===== src/rtl/ifetch_pkg.sv =====
// Shared constants, FSM state encoding and line word-select helper for the fetch unit.
package ifetch_pkg;

    localparam int LINE_W     = 128;
    localparam int WORD_W     = 32;
    localparam int LINE_BYTES = 16;
    localparam int OFFSET_W   = 4;

    typedef enum logic [0:0] {
        IDLE  = 1'b0,
        FETCH = 1'b1
    } state_t;

    // Byte 0 of the line sits in the top bits, so word 0 is the most significant word.
    function automatic logic [WORD_W-1:0] word_select(input logic [LINE_W-1:0] line,
                                                      input logic [1:0]        offset);
        logic [WORD_W-1:0] w;
        case (offset)
            2'd0:    w = line[127:96];
            2'd1:    w = line[95:64];
            2'd2:    w = line[63:32];
            default: w = line[31:0];
        endcase
        return w;
    endfunction

endpackage


===== src/rtl/instruction_fetch_unit_if.sv =====
// Core-side fetch handshake plus the instruction-memory address/data pair.
interface instruction_fetch_unit_if;

    logic         fetchReq;
    logic [31:0]  fetchAddr;
    logic         fetchReady;
    logic         instrValid;
    logic [31:0]  instruction;
    logic         flush;
    logic [31:0]  memAddress;
    logic [127:0] memData;

    modport master (
        output fetchReq, fetchAddr, flush, memData,
        input  fetchReady, instrValid, instruction, memAddress
    );

    modport slave (
        input  fetchReq, fetchAddr, flush, memData,
        output fetchReady, instrValid, instruction, memAddress
    );

endinterface


===== src/rtl/ifetch_line_store.sv =====
// Direct-mapped line buffer: valid/tag/data per entry, flush clears all valid bits.
module ifetch_line_store
    import ifetch_pkg::*;
#(
    parameter int LINES = 4,
    parameter int IDX_W = 2,
    parameter int TAG_W = 26
) (
    input  logic              i_clock,
    input  logic              i_reset_n,
    input  logic              i_flush,
    input  logic              i_wr_en,
    input  logic [IDX_W-1:0]  i_wr_index,
    input  logic [TAG_W-1:0]  i_wr_tag,
    input  logic [LINE_W-1:0] i_wr_data,
    input  logic [IDX_W-1:0]  i_rd_index,
    output logic              o_rd_valid,
    output logic [TAG_W-1:0]  o_rd_tag,
    output logic [LINE_W-1:0] o_rd_data
);

    logic [LINES-1:0]  r_valid;
    logic [TAG_W-1:0]  r_tag  [LINES];
    logic [LINE_W-1:0] r_data [LINES];

    always_ff @(posedge i_clock) begin
        if (!i_reset_n || i_flush) begin
            r_valid <= '0;
        end else if (i_wr_en) begin
            r_valid[i_wr_index] <= 1'b1;
        end
    end

    // Tag/data need no reset: they are never used while the valid bit is clear.
    always_ff @(posedge i_clock) begin
        if (i_wr_en) begin
            r_tag[i_wr_index]  <= i_wr_tag;
            r_data[i_wr_index] <= i_wr_data;
        end
    end

    assign o_rd_valid = r_valid[i_rd_index];
    assign o_rd_tag   = r_tag[i_rd_index];
    assign o_rd_data  = r_data[i_rd_index];

endmodule


===== src/rtl/instruction_fetch_unit.sv =====
// Fetch unit: serves hits from the line buffer, otherwise holds memAddress for
// MEM_LATENCY edges and captures the line on the following edge.
//   state | meaning
//   IDLE  | accepting requests; hits answered at the accept edge
//   FETCH | memAddress held, counting down the memory latency
module instruction_fetch_unit
    import ifetch_pkg::*;
#(
    parameter int MEM_LATENCY = 7,
    parameter int LINES       = 4
) (
    input logic                     clock,
    input logic                     resetN,
    instruction_fetch_unit_if.slave bus
);

    localparam int INDEX_W = (LINES > 1) ? $clog2(LINES) : 0;
    localparam int IDX_W   = (INDEX_W > 0) ? INDEX_W : 1;
    localparam int TAG_W   = 32 - OFFSET_W - INDEX_W;
    localparam int CNT_W   = $clog2(MEM_LATENCY + 1);

    localparam logic [0:0] ST_IDLE  = IDLE;
    localparam logic [0:0] ST_FETCH = FETCH;

    logic [0:0]        r_state;
    logic [CNT_W-1:0]  r_wait_count;
    logic [31:0]       r_mem_address;
    logic              r_instr_valid;
    logic [31:0]       r_instruction;
    logic [1:0]        r_offset;
    logic [IDX_W-1:0]  r_index;
    logic [TAG_W-1:0]  r_tag;

    logic              w_accept;
    logic              w_hit;
    logic              w_capture;
    logic [1:0]        w_offset;
    logic [IDX_W-1:0]  w_index;
    logic [TAG_W-1:0]  w_tag;
    logic              w_rd_valid;
    logic [TAG_W-1:0]  w_rd_tag;
    logic [LINE_W-1:0] w_rd_data;

    generate
        if (INDEX_W > 0) begin : g_index
            assign w_index = bus.fetchAddr[OFFSET_W +: INDEX_W];
        end else begin : g_no_index
            assign w_index = '0;
        end
    endgenerate

    assign w_offset       = bus.fetchAddr[3:2];
    assign w_tag          = bus.fetchAddr[31:OFFSET_W+INDEX_W];
    assign bus.fetchReady = (r_state == ST_IDLE) && !bus.flush;
    assign w_accept       = bus.fetchReq && bus.fetchReady;
    assign w_hit          = w_rd_valid && (w_rd_tag == w_tag);
    assign w_capture      = (r_state == ST_FETCH) && (r_wait_count == '0) && !bus.flush;

    ifetch_line_store #(
        .LINES (LINES),
        .IDX_W (IDX_W),
        .TAG_W (TAG_W)
    ) u_line_store (
        .i_clock    (clock),
        .i_reset_n  (resetN),
        .i_flush    (bus.flush),
        .i_wr_en    (w_capture),
        .i_wr_index (r_index),
        .i_wr_tag   (r_tag),
        .i_wr_data  (bus.memData),
        .i_rd_index (w_index),
        .o_rd_valid (w_rd_valid),
        .o_rd_tag   (w_rd_tag),
        .o_rd_data  (w_rd_data)
    );

    always_ff @(posedge clock) begin
        if (!resetN) begin
            r_state       <= ST_IDLE;
            r_wait_count  <= '0;
            r_mem_address <= '0;
            r_instr_valid <= 1'b0;
            r_instruction <= '0;
            r_offset      <= '0;
            r_index       <= '0;
            r_tag         <= '0;
        end else begin
            r_instr_valid <= 1'b0;
            if (bus.flush) begin
                r_state <= ST_IDLE;
            end else begin
                case (r_state)
                    ST_IDLE: begin
                        if (w_accept && w_hit) begin
                            r_instruction <= word_select(w_rd_data, w_offset);
                            r_instr_valid <= 1'b1;
                        end else if (w_accept) begin
                            r_offset      <= w_offset;
                            r_index       <= w_index;
                            r_tag         <= w_tag;
                            r_mem_address <= {bus.fetchAddr[31:OFFSET_W], 4'b0000};
                            r_wait_count  <= CNT_W'(MEM_LATENCY);
                            r_state       <= ST_FETCH;
                        end
                    end
                    default: begin
                        if (r_wait_count != '0) begin
                            r_wait_count <= r_wait_count - 1'b1;
                        end else begin
                            r_instruction <= word_select(bus.memData, r_offset);
                            r_instr_valid <= 1'b1;
                            r_state       <= ST_IDLE;
                        end
                    end
                endcase
            end
        end
    end

    assign bus.instrValid  = r_instr_valid;
    assign bus.instruction = r_instruction;
    assign bus.memAddress  = r_mem_address;

endmodule


===== src/flat_wrapper.sv =====
// flat-port wrapper written by rule: the top's interface ports become plain ports
module instruction_fetch_unit_flat import ifetch_pkg::*;
#(
    parameter int MEM_LATENCY = 7,
    parameter int LINES       = 4
)
  (clock, resetN, bus_fetchReq, bus_fetchAddr, bus_flush, bus_memData, bus_fetchReady, bus_instrValid, bus_instruction, bus_memAddress);
  instruction_fetch_unit_if bus_i ();
  input logic clock;
  input logic resetN;
  input wire logic [$bits(bus_i.fetchReq)-1:0] bus_fetchReq;
  input wire logic [$bits(bus_i.fetchAddr)-1:0] bus_fetchAddr;
  input wire logic [$bits(bus_i.flush)-1:0] bus_flush;
  input wire logic [$bits(bus_i.memData)-1:0] bus_memData;
  output wire logic [$bits(bus_i.fetchReady)-1:0] bus_fetchReady;
  output wire logic [$bits(bus_i.instrValid)-1:0] bus_instrValid;
  output wire logic [$bits(bus_i.instruction)-1:0] bus_instruction;
  output wire logic [$bits(bus_i.memAddress)-1:0] bus_memAddress;
  assign bus_i.fetchReq = bus_fetchReq;
  assign bus_i.fetchAddr = bus_fetchAddr;
  assign bus_i.flush = bus_flush;
  assign bus_i.memData = bus_memData;
  assign bus_fetchReady = bus_i.fetchReady;
  assign bus_instrValid = bus_i.instrValid;
  assign bus_instruction = bus_i.instruction;
  assign bus_memAddress = bus_i.memAddress;
  instruction_fetch_unit #(.MEM_LATENCY(MEM_LATENCY), .LINES(LINES)) u_core (.clock(clock), .resetN(resetN), .bus(bus_i));
endmodule

===== config.mk =====
export PLATFORM = sky130hd
export DESIGN_NAME = instruction_fetch_unit_flat
export DESIGN_NICKNAME = d
export VERILOG_FILES = /design/src/rtl/ifetch_pkg.sv /design/src/rtl/instruction_fetch_unit_if.sv /design/src/rtl/ifetch_line_store.sv /design/src/rtl/instruction_fetch_unit.sv /design/src/flat_wrapper.sv
export SDC_FILE = /design/constraint.sdc
export NUM_CORES = 1
export LEC_CHECK = 0
export ABC_AREA = 1
export BUFFER_PORTS_ARGS = -buffer_cell sky130_fd_sc_hd__buf_4
export CAP_MARGIN = 20
export CORE_ASPECT_RATIO = 1.1
export CORE_MARGIN = 1
export CORE_UTILIZATION = 40
export CTS_BUF_LIST = sky130_fd_sc_hd__clkbuf_16
export DETAILED_ROUTE_END_ITERATION = 6
export SLEW_MARGIN = 30
export SYNTH_ARGS = -nofsm -noshare
export SYNTH_HDL_FRONTEND = slang
export SYNTH_SLANG_ARGS = --single-unit

===== constraint.sdc =====
create_clock -name clock -period 20.5 [get_ports clock]
set_input_delay 2.05 -clock clock [delete_from_list [all_inputs] [get_ports clock]]
set_output_delay 2.05 -clock clock [all_outputs]
set_load 0.05 [all_outputs]

==> metrics.yaml <==
route:
  drc: 0
  vias: 20025
  vias_per_cell: 5.467
  routed_wl_um: 81050
  antenna_left: 0
  drt_iter0_drc: 1889
  drt-pass1-iter-count: 5
  wl_per_cell_um: 22.13
global_routing:
  grt_pass1_vias: 19256
  grt_util_all_layers: 0.2266
  grt_start_max_net_pins: 147
  grt_overflow: 0
  grt_first_pass_wirelength_um: 119600
  antenna_found_initial: 26
pwr:
  p_leak_nw: 11.86
  max-vdd-ir-drop_mv: 0.06313
  finalPower_mw: 3.027
  power_density_nw_per_um2: 92.29
cells_and_area:
  final_nets: 2838
  drive_gt1_frac: 0.1359
  syn_to_final_growth_pct: 17.07
placed_design:
  gp_congestion: 0.7768
  dp_hpwl_um: 45940
  io_buffers: 223
yosys:
  ys_warn_count: 0
  synth_cells: 2496
  syn-cell-area_um2: 28010
  synthSimpleGateAreaFrac: 0.1602
  ys_seq_elements: 687
  synth_xor_area_frac: 0.0006253
  ys_types: 31
  postSynthAreaPerCell_um2: 11.22
  yosysSeqAreaShare: 0.7111
  synthMuxAreaShare: 0.0003573
  synth-compound-area-share: 0.09210
  synthAdderAreaFrac: 0.0008933
  synth_top_family_by_area: "simple AND/OR/NAND/NOR gates"
critical_path:
  rr_worst_depth: 9
  critPathArrivalTime_ns: 6.53
  required_ns: 20.98
  endpoint_kind: "flop"
  path_class: "in2reg"
  path_max_fanout: 146
  setup.worst_path.start_class: "primary input"
die:
  die_x_um: 254.3
  die_h_um: 279.6
  pin_count: 230
  start_util: 0.4053
  die_area_um2: 71100
  rows: 101
  core_area_um2: 69130
timing:
  fin_skew_ns: 0.02603
  rsz0062_at_grt: "false"
  period_minus_slack_ns: 6.047
  setup_viol: 0
  fmax_ghz: 0.1654
  final.setup.tns_ns: 0
  slew_headroom: 0.3522
  final_max_slew_viol_count: 0
  min_period_over_period: 0.2950
  tightest_slew_ns: 0.9717
  hold_violations: 0
clock_tree:
  cts_max_path_buffers: 3
  clk_latency_ns: 0.62
  clkSinkCount: 687
  holdBufCountCts: 0
  post_cts_buffers: 0
  clk_pin_slew_ns: 0.06
  clockRootBuffer: "clkbuf_16"
  numCtsBuffers: 74
  post_cts_resized: 0
  tritoncts: "yes"
  ctsHtreeMaxLevel: 3
outcome:
  status: "completed"
flow_run:
  cap_violations: 0
worst_hold_path:
  hold_class: "reg2reg"
  hold_depth: 2
## final timing paths
path / start / to / slack (ns)
max: bus_fetchAddr[4] / u_core.bus.instruction[20] / 14.45
min: u_core.u_line_store.r_valid[3] / u_core.u_line_store.r_valid[3] / 0.47
max reg2reg: u_core.r_state / u_core.u_line_store.r_data[3][100] / 16.96
min reg2reg: u_core.u_line_store.r_valid[3] / u_core.u_line_store.r_valid[3] / 0.47
## power breakdown
part | switching [mW] | leakage [nW] | internal (mW)
logic | 0.163 | 4.52 | 0.0714
registers | 0.00819 | 6.14 | 1.53
clock network | 0.531 | 1.21 | 0.718
## through the flow
step	instances	setup slack (ns)	area, µm²	util	hold slack, ns
2_1_floorplan	2499	7.011	28020	-	0.4349
3_3_place_gp	3522	13.87	30460	0.4407	0.4461
3_5_place_dp	3523	13.76	30500	0.4412	0.4637
4_1_cts	3657	14.37	32770	0.4741	0.4773
5_1_grt	3662	13.90	32790	0.4744	0.5065
6_report	3663	14.45	32790	0.4744	0.4710
## final cells by class
cell class	count	area (µm²)
antenna	6	15.01
tap	927	1160
inverter	69	271.5
timing repair buffer	257	1968
clock inverter	55	296.5
multi-input combinational	1583	7187
fill	6195	36330
clock buffer	79	1977
sequential	687	19920
## kinds of logic after synthesis
| kind of cell | Yosys count |
|---|---|
| multiplexers | 1 |
| adder cells (fa/ha/maj) | 2 |
| XOR/XNOR | 2 |
| AO/OA/AOI/OAI | 476 |
| AND/OR/NAND/NOR | 1098 |
| flip-flops | 687 |
| buffers and inverters | 229 |
| other | 1 |
## worst max-delay path: stages
cell and delay, ns:
buf_8 0.23, inv_8 0.60, buf_4 0.78, nand2_1 0.12
nand3_1 0.10, nand2_1 0.08, nand2_1 0.13, o21ai_1 0.13
nor2_1 0.11, nand3_1 0.08, nor2_1 0.22, nand3_1 0.18
nand2_2 0.66, nand2_2 0.54, nor2_1 0.29, nor2_1 0.07
## sequential cells by signal (all words and copies together) (netlist names)
| signal | flops |
|---|---|
| u_core.u_line_store.r_data | 512 |
| u_core.u_line_store.r_tag | 104 |
| u_core.bus.instruction | 32 |
| u_core.r_tag | 26 |
| u_core.u_line_store.r_valid | 4 |
| u_core.r_wait_count | 3 |
| u_core.r_offset | 2 |
| u_core.bus.instrValid | 1 |
| u_core.bus.memAddress | 1 |
| u_core.r_index | 1 |
| u_core.r_state | 1 |
## cells in the mapped netlist, drive strengths merged
| cell type | count | area (µm²) |
|---|---|---|
| edfxtp | 616 | 18500 |
| nand2 | 478 | 1799 |
| nor2 | 368 | 1384 |
| o21ai | 284 | 1421 |
| nand3 | 220 | 1101 |
| clkbuf | 103 | 386.6 |
| o22ai | 78 | 488.0 |
| a21oi | 72 | 360.4 |
| dfxtp | 71 | 1421 |
| inv | 67 | 251.5 |
| buf | 57 | 325.3 |
| nand4 | 18 | 112.6 |
| a31oi | 15 | 93.84 |
| a211oi | 10 | 75.07 |
| nand3b | 8 | 60.06 |
| a221oi | 6 | 52.55 |
| a22oi | 6 | 45.04 |
| nor3 | 6 | 30.03 |
| o221ai | 5 | 43.79 |
| clkinv | 2 | 7.510 |
| ha | 2 | 25.02 |
| xor2 | 2 | 17.52 |
| conb | 1 | 3.750 |
| mux2i | 1 | 10.01 |
## cells in the final DEF (no fill, tap or decap), drive strengths merged
master / n
edfxtp: 616
mux2i: 1
nand3: 220
nor3: 6
a211oi: 10
xor2: 2
clkinvlp: 2
o21ai: 284
dfxtp: 71
clkinv: 29
nand2: 478
o221ai: 5
conb: 4
o22ai: 78
diode: 6
a31oi: 15
nand3b: 8
nand4: 18
clkbuf: 79
inv: 91
nor2: 368
a21oi: 72
bufinv: 2
a221oi: 6
ha: 2
buf: 257
a22oi: 6
## routing by layer
metal | GRT usage | up-vias | wire, µm
met5 | 0 | - | 261
met4 | 0.09422 | 40 | 2625
met3 | 0.06105 | 168 | 6889
met2 | 0.3543 | 722 | 38180
met1 | 0.2969 | 9859 | 33090
li1 | - | 9236 | -
Note: power is estimated with default switching activity, not from simulation.
